**src/rtl/bist_pkg.sv**
```systemverilog
// Shared types and default parameters for the ALU BIST response analyzer.
// Imported by the MISR and the run controller.
package bist_pkg;

    typedef enum logic [2:0] {
        IDLE    = 3'd0,
        SEED    = 3'd1,
        RUN     = 3'd2,
        COMPARE = 3'd3,
        DONE    = 3'd4
    } state_t;

    localparam int              DEF_DATA_W    = 9;
    localparam int              DEF_ADDR_W    = 8;
    localparam int              DEF_SIG_W     = 16;
    localparam logic [15:0]     DEF_MISR_POLY = 16'h1021;
    localparam logic [15:0]     DEF_MISR_SEED = 16'h0000;

endpackage

```
**src/rtl/bist_misr.sv**
```systemverilog
// Multiple-input signature register: shift left, fold POLY in when the MSB
// falls out, then XOR in the zero-extended response word.
module bist_misr
    import bist_pkg::*;
#(
    parameter int               SIG_W     = DEF_SIG_W,
    parameter int               DATA_W    = DEF_DATA_W,
    parameter logic [SIG_W-1:0] MISR_POLY = SIG_W'(DEF_MISR_POLY)
) (
    input  logic              clk,
    input  logic              reset,
    input  logic              load,
    input  logic [SIG_W-1:0]  seed,
    input  logic              en,
    input  logic [DATA_W-1:0] din,
    output logic [SIG_W-1:0]  sig
);

    logic [SIG_W-1:0] sig_q;
    logic [SIG_W-1:0] sig_d;

    always_comb begin
        sig_d = sig_q;
        if (load) begin
            sig_d = seed;
        end else if (en) begin
            sig_d = {sig_q[SIG_W-2:0], 1'b0}
                  ^ (sig_q[SIG_W-1] ? MISR_POLY : '0)
                  ^ SIG_W'(din);
        end
    end

    // Reset returns to the seed so a mid-run abort leaves no partial signature.
    always_ff @(posedge clk) begin
        if (reset) begin
            sig_q <= seed;
        end else begin
            sig_q <= sig_d;
        end
    end

    assign sig = sig_q;

endmodule

```
**src/rtl/bist_response_analyzer.sv**
```systemverilog
// BIST run controller: steps the ROM address for TEST_LEN words, counts
// response mismatches, compacts responses in a MISR and grades the run.
module bist_response_analyzer
    import bist_pkg::*;
#(
    parameter int                DATA_W     = DEF_DATA_W,
    parameter int                ADDR_W     = DEF_ADDR_W,
    parameter int                TEST_LEN   = 256,
    parameter int                SIG_W      = DEF_SIG_W,
    parameter logic [SIG_W-1:0]  MISR_POLY  = SIG_W'(DEF_MISR_POLY),
    parameter logic [SIG_W-1:0]  MISR_SEED  = SIG_W'(DEF_MISR_SEED),
    parameter logic [SIG_W-1:0]  GOLDEN_SIG = '0
) (
    input  logic              clk,
    input  logic              reset,
    input  logic              start,
    input  logic [DATA_W-1:0] alu_data,
    input  logic [DATA_W-1:0] rom_data,
    output logic [ADDR_W-1:0] address,
    output logic              test_en,
    output logic              busy,
    output logic              done,
    output logic              pass,
    output logic [SIG_W-1:0]  signature,
    output logic [ADDR_W:0]   fail_count,
    output logic              first_fail_valid,
    output logic [ADDR_W-1:0] first_fail_addr
);

    localparam logic [ADDR_W-1:0] LAST_ADDR = ADDR_W'(TEST_LEN - 1);
    localparam logic [ADDR_W:0]   FAIL_MAX  = '1;

    state_t            state_q, state_d;
    logic [ADDR_W-1:0] addr_q, addr_d;
    logic [ADDR_W:0]   fail_q, fail_d;
    logic              ffv_q, ffv_d;
    logic [ADDR_W-1:0] ffa_q, ffa_d;
    logic              pass_q, pass_d;
    logic [SIG_W-1:0]  sig;

    always_comb begin
        state_d = state_q;
        addr_d  = addr_q;
        fail_d  = fail_q;
        ffv_d   = ffv_q;
        ffa_d   = ffa_q;
        pass_d  = pass_q;
        case (state_q)
            IDLE, DONE: begin
                if (start) begin
                    state_d = SEED;
                end
            end
            SEED: begin
                addr_d  = '0;
                fail_d  = '0;
                ffv_d   = 1'b0;
                ffa_d   = '0;
                pass_d  = 1'b0;
                state_d = RUN;
            end
            RUN: begin
                addr_d = addr_q + 1'b1;
                // 4-state compare so an X/Z response from the ALU counts as a miss.
                if (alu_data !== rom_data) begin
                    if (fail_q != FAIL_MAX) begin
                        fail_d = fail_q + 1'b1;
                    end
                    if (!ffv_q) begin
                        ffv_d = 1'b1;
                        ffa_d = addr_q;
                    end
                end
                if (addr_q == LAST_ADDR) begin
                    state_d = COMPARE;
                end
            end
            COMPARE: begin
                pass_d  = (fail_q == '0) && (sig == GOLDEN_SIG);
                state_d = DONE;
            end
            default: begin
                state_d = IDLE;
            end
        endcase
    end

    always_ff @(posedge clk) begin
        if (reset) begin
            state_q <= IDLE;
            addr_q  <= '0;
            fail_q  <= '0;
            ffv_q   <= 1'b0;
            ffa_q   <= '0;
            pass_q  <= 1'b0;
        end else begin
            state_q <= state_d;
            addr_q  <= addr_d;
            fail_q  <= fail_d;
            ffv_q   <= ffv_d;
            ffa_q   <= ffa_d;
            pass_q  <= pass_d;
        end
    end

    bist_misr #(
        .SIG_W     (SIG_W),
        .DATA_W    (DATA_W),
        .MISR_POLY (MISR_POLY)
    ) u_misr (
        .clk   (clk),
        .reset (reset),
        .load  (state_q == SEED),
        .seed  (MISR_SEED),
        .en    (state_q == RUN),
        .din   (alu_data),
        .sig   (sig)
    );

    assign address          = addr_q;
    assign test_en          = (state_q == RUN);
    assign busy             = (state_q == SEED) || (state_q == RUN) || (state_q == COMPARE);
    assign done             = (state_q == DONE);
    assign pass             = pass_q && (state_q == DONE);
    assign signature        = sig;
    assign fail_count       = fail_q;
    assign first_fail_valid = ffv_q;
    assign first_fail_addr  = ffa_q;

endmodule

```
**config.mk**
```make
export PLATFORM = sky130hd
export DESIGN_NAME = bist_response_analyzer
export DESIGN_NICKNAME = d
export VERILOG_FILES = /design/src/rtl/bist_pkg.sv /design/src/rtl/bist_misr.sv /design/src/rtl/bist_response_analyzer.sv
export SDC_FILE = /design/constraint.sdc
export NUM_CORES = 1
export LEC_CHECK = 0
export ABC_CLOCK_PERIOD_IN_PS = 2300
export BUFFER_PORTS_ARGS = -buffer_cell sky130_fd_sc_hd__buf_2
export CAP_MARGIN = 20
export CORE_MARGIN = 8
export CORE_UTILIZATION = 46
export CTS_CLUSTER_DIAMETER = 120
export DETAILED_ROUTE_END_ITERATION = 10
export PLACE_DENSITY_LB_ADDON = 0.08
export SYNTH_ARGS = -nofsm -noshare
export SYNTH_HDL_FRONTEND = slang
export SYNTH_SLANG_ARGS = --single-unit
```
**constraint.sdc**
```tcl
create_clock -name clk -period 2.3 [get_ports clk]
set_input_delay 0.23 -clock clk [delete_from_list [all_inputs] [get_ports clk]]
set_output_delay 0.23 -clock clk [all_outputs]
set_load 0.01 [all_outputs]
```
==> flow_summary.ini <==
[route]
vias = 2110
final_antenna_net_count = 0
dr.pass1.iters = 4
drt-total-wl_um = 6009
drt_iter0_drc = 75
routedWlPerCell_um = 15.25
drc_errors = 0
via_per_inst = 5.355

[synth]
syn_nets = 287
ys_ff_latch = 46
synthArstFlopShare_pct = 0
synthFlopType = dfxtp_1
syn_inst = 262
synth-edff-count = 0
synth_top_area_cell = dfxtp_1
avgSynthCellArea_um2 = 8.563
synth_top_cell_area_share_pct = 41.05
netlist_area_um2 = 2243
synth_cell_types = 41
yosysSeqAreaShare_pct = 41.05
yosysWarnings = 0
synthTopCellsByArea = dfxtp_1 (41%), xnor2_1 (7.8%), nand2_1 (4.7%)

[finish]
nFillCells = 446
seq_area_um2 = 922.1
drive_above_1_share_pct = 27.83
multi_input_area_um2 = 1230
diodes = 0
syn2layout_area_growth_pct = 21.64
instances_no_fill = 394
fin_nets = 352

[cts]
clock_latency_ns = 0.30
numCtsBuffers = 5
clockRootBuffer = clkbuf_8
cts_max_level = 2
cts_buffer_depth = 2
cts_tree = yes
clock-sinks = 46
cts.reportedPaths.clkPinSlew_ns = 0.08
post-cts-setup-buffers = 0

[timing]
slew_viol_final = 0
min_period_ns = 2.189
fmax_mhz = 456.9
skew_ns = 0.003774
slew_headroom_pct = 56.18
hold_viol_final = 0
finalCritPeriodShare_pct = 95.16
worst_pin_slew_ns = 0.6573
setup_viol = 0
tns_ns = 0
grt_setup_unrepaired = no

[power]
power.density_nw_per_um2 = 567.4
p_leak_uw = 0.001159
ir_drop_mv = 0.3536
p_total_uw = 1548

[critical_path]
r2r_cells = 9
rr_endpoint = fail_count[2]$_SDFFE_PP0P_
cp.required_ns = 2.49
critPathKind = register to register
r2r-start = fail_count[1]$_SDFFE_PP0P_
path_max_fanout = 5
crit_path_end_kind = register
cp.arrival_ns = 2.38
critPathLaunchType = register
rrSetupSlack_ns = 0.11

[grt]
grt_max_degree = 31
grt_pass1_wl_um = 10010
grt-ovfl-total = 0
grt_pass1_vias = 2052
track_usage_pct = 16.75
antenna_found_initial = 0

[hold_path]
hold-path-endpoint = state_q[2]$_SDFFE_PP0P_
worstHoldStart = start
min_path_cells = 3
hold_path_class = input port to register

[die]
start_util_pct = 47.50
coreArea_um2 = 4723
die-area_um2 = 7368
rows = 25
die_y_um = 85.84
die_x_um = 85.84
ios = 67

[placement]
port_buffers = 66
dp_hpwl_um = 4523
dp.cells = 387
gp_congestion = 0.8245

[run_status]
status = complete, no violations

[flow_run]
cap_violations = 0
==> metal layers <==
metal,global-route usage (%),up-vias,wire [µm]
met5,0,-,0
met3,5.253,5,320
li1,-,1087,-
met1,20.78,973,2818
met4,5.096,0,57
met2,26.94,45,2812
==> Yosys cell counts, types with 3 or more instances <==
cell type	instances
a41o_1	8
nand3_1	12
nor4_1	7
a31oi_1	3
and3_1	5
inv_1	6
a211oi_1	12
a21oi_1	19
nor3_1	5
ha_1	4
nor3b_1	8
clkbuf_1	8
nand2b_1	3
or2_2	4
buf_2	5
o211ai_1	3
o21ai_0	3
xnor2_1	20
dfxtp_1	46
nand4_1	5
nor2_1	21
nand2_1	28
==> repair_timing <==
action,CTS,global route
resized for setup,0,1
hold buffers,0,0
setup endpoints to repair,0,1
==> how the worst max path moves through the flow <==
stage / start / to / slack (ns) / depth (start not counted)
6_report: fail_count[1]$_SDFFE_PP0P_ / fail_count[2]$_SDFFE_PP0P_ / 0.11 / 9
3_3_place_gp: fail_count[0]$_SDFFE_PP0P_ / fail_count[2]$_SDFFE_PP0P_ / 0.19 / 9
4_1_cts: fail_count[0]$_SDFFE_PP0P_ / fail_count[2]$_SDFFE_PP0P_ / 0.1 / 9
5_1_grt: fail_count[1]$_SDFFE_PP0P_ / fail_count[2]$_SDFFE_PP0P_ / 0.01 / 9
3_5_place_dp: fail_count[0]$_SDFFE_PP0P_ / fail_count[2]$_SDFFE_PP0P_ / 0.13 / 9
2_1_floorplan: fail_count[0]$_SDFFE_PP0P_ / fail_count[2]$_SDFFE_PP0P_ / 0.03 / 10
==> layout make-up <==
class | count | area share [%]
multi-input cells | 193 | 45.07
inverters | 8 | 1.100
repair buffers | 73 | 14.03
clock buffers | 6 | 2.659
flip-flops and latches | 46 | 33.79
well taps | 67 | 3.072
clock inverters | 1 | 0.2751
==> report_power, final <==
| part | switching, µW | leakage [µW] | internal [µW] |
|---|---|---|---|
| Sequential | 24.6 | 0.000372 | 815 |
| Combinational | 140 | 0.000749 | 92.0 |
| Clock | 268 | 0.0000373 | 209 |
==> cells in the final DEF, fill, tap and decap left out, drive strengths merged, types with 3 or more instances in the layout <==
cell / synthesis / routed
or2: 4 / 4
a21oi: 19 / 19
clkbuf: 8 / 6
o21ai: 3 / 3
nand2b: 3 / 3
xnor2: 20 / 20
a31oi: 3 / 3
dfxtp: 46 / 46
nand3: 12 / 12
inv: 8 / 8
nor4: 7 / 7
nand2: 28 / 28
a211oi: 12 / 12
and3: 5 / 5
buf: 7 / 73
o211ai: 3 / 3
nor3b: 8 / 8
ha: 4 / 4
a41o: 8 / 8
nand4: 5 / 5
nor2: 21 / 21
nor3: 5 / 5
==> state kept, by name, summed over array words and instances (netlist names) <==
name and count:
address 8, fail_count 9, first_fail_addr 8, first_fail_valid 1, pass_q 1, state_q 3, u_misr.sig 16
==> critical path, stage by stage, from the launching register on <==
cell and delay (ns):
dfxtp_1 0.36, ha_1 0.22, and3_1 0.21, nand3_1 0.13, nor2_1 0.07, ha_1 0.20, inv_2 0.07, nand3_1 0.10
a221o_1 0.36, a311o_1 0.36
==> cell families (layout without fill, tap and decap cells) <==
logic type | after synthesis | after routing | share of synthesized area [%]
and+or+nand+nor | 107 | 107 | 24.32
AOI/OAI and AO/OA | 61 | 61 | 20.02
DFF | 46 | 46 | 41.05
buffers and inverters | 23 | 88 | 4.127
xor gates and xnor gates | 20 | 20 | 7.808
adders and majority gates | 4 | 4 | 2.231
muxes | 1 | 1 | 0.4462
==> per-stage QoR <==
stage	cell area (µm²)	utilization (%)	setup slack, ns	hold WS (ns)
final	2729	57.77	0.1113	0.2085
after CTS	2728	57.75	0.09773	0.1974
after floorplan	2243	-	0.03031	0.4118
after global routing	2729	57.77	0.01375	0.2304
after detailed placement	2648	56.05	0.1254	0.4780
after global placement	2648	56.05	0.1889	0.4728
Power figures use the tool's default switching activity.
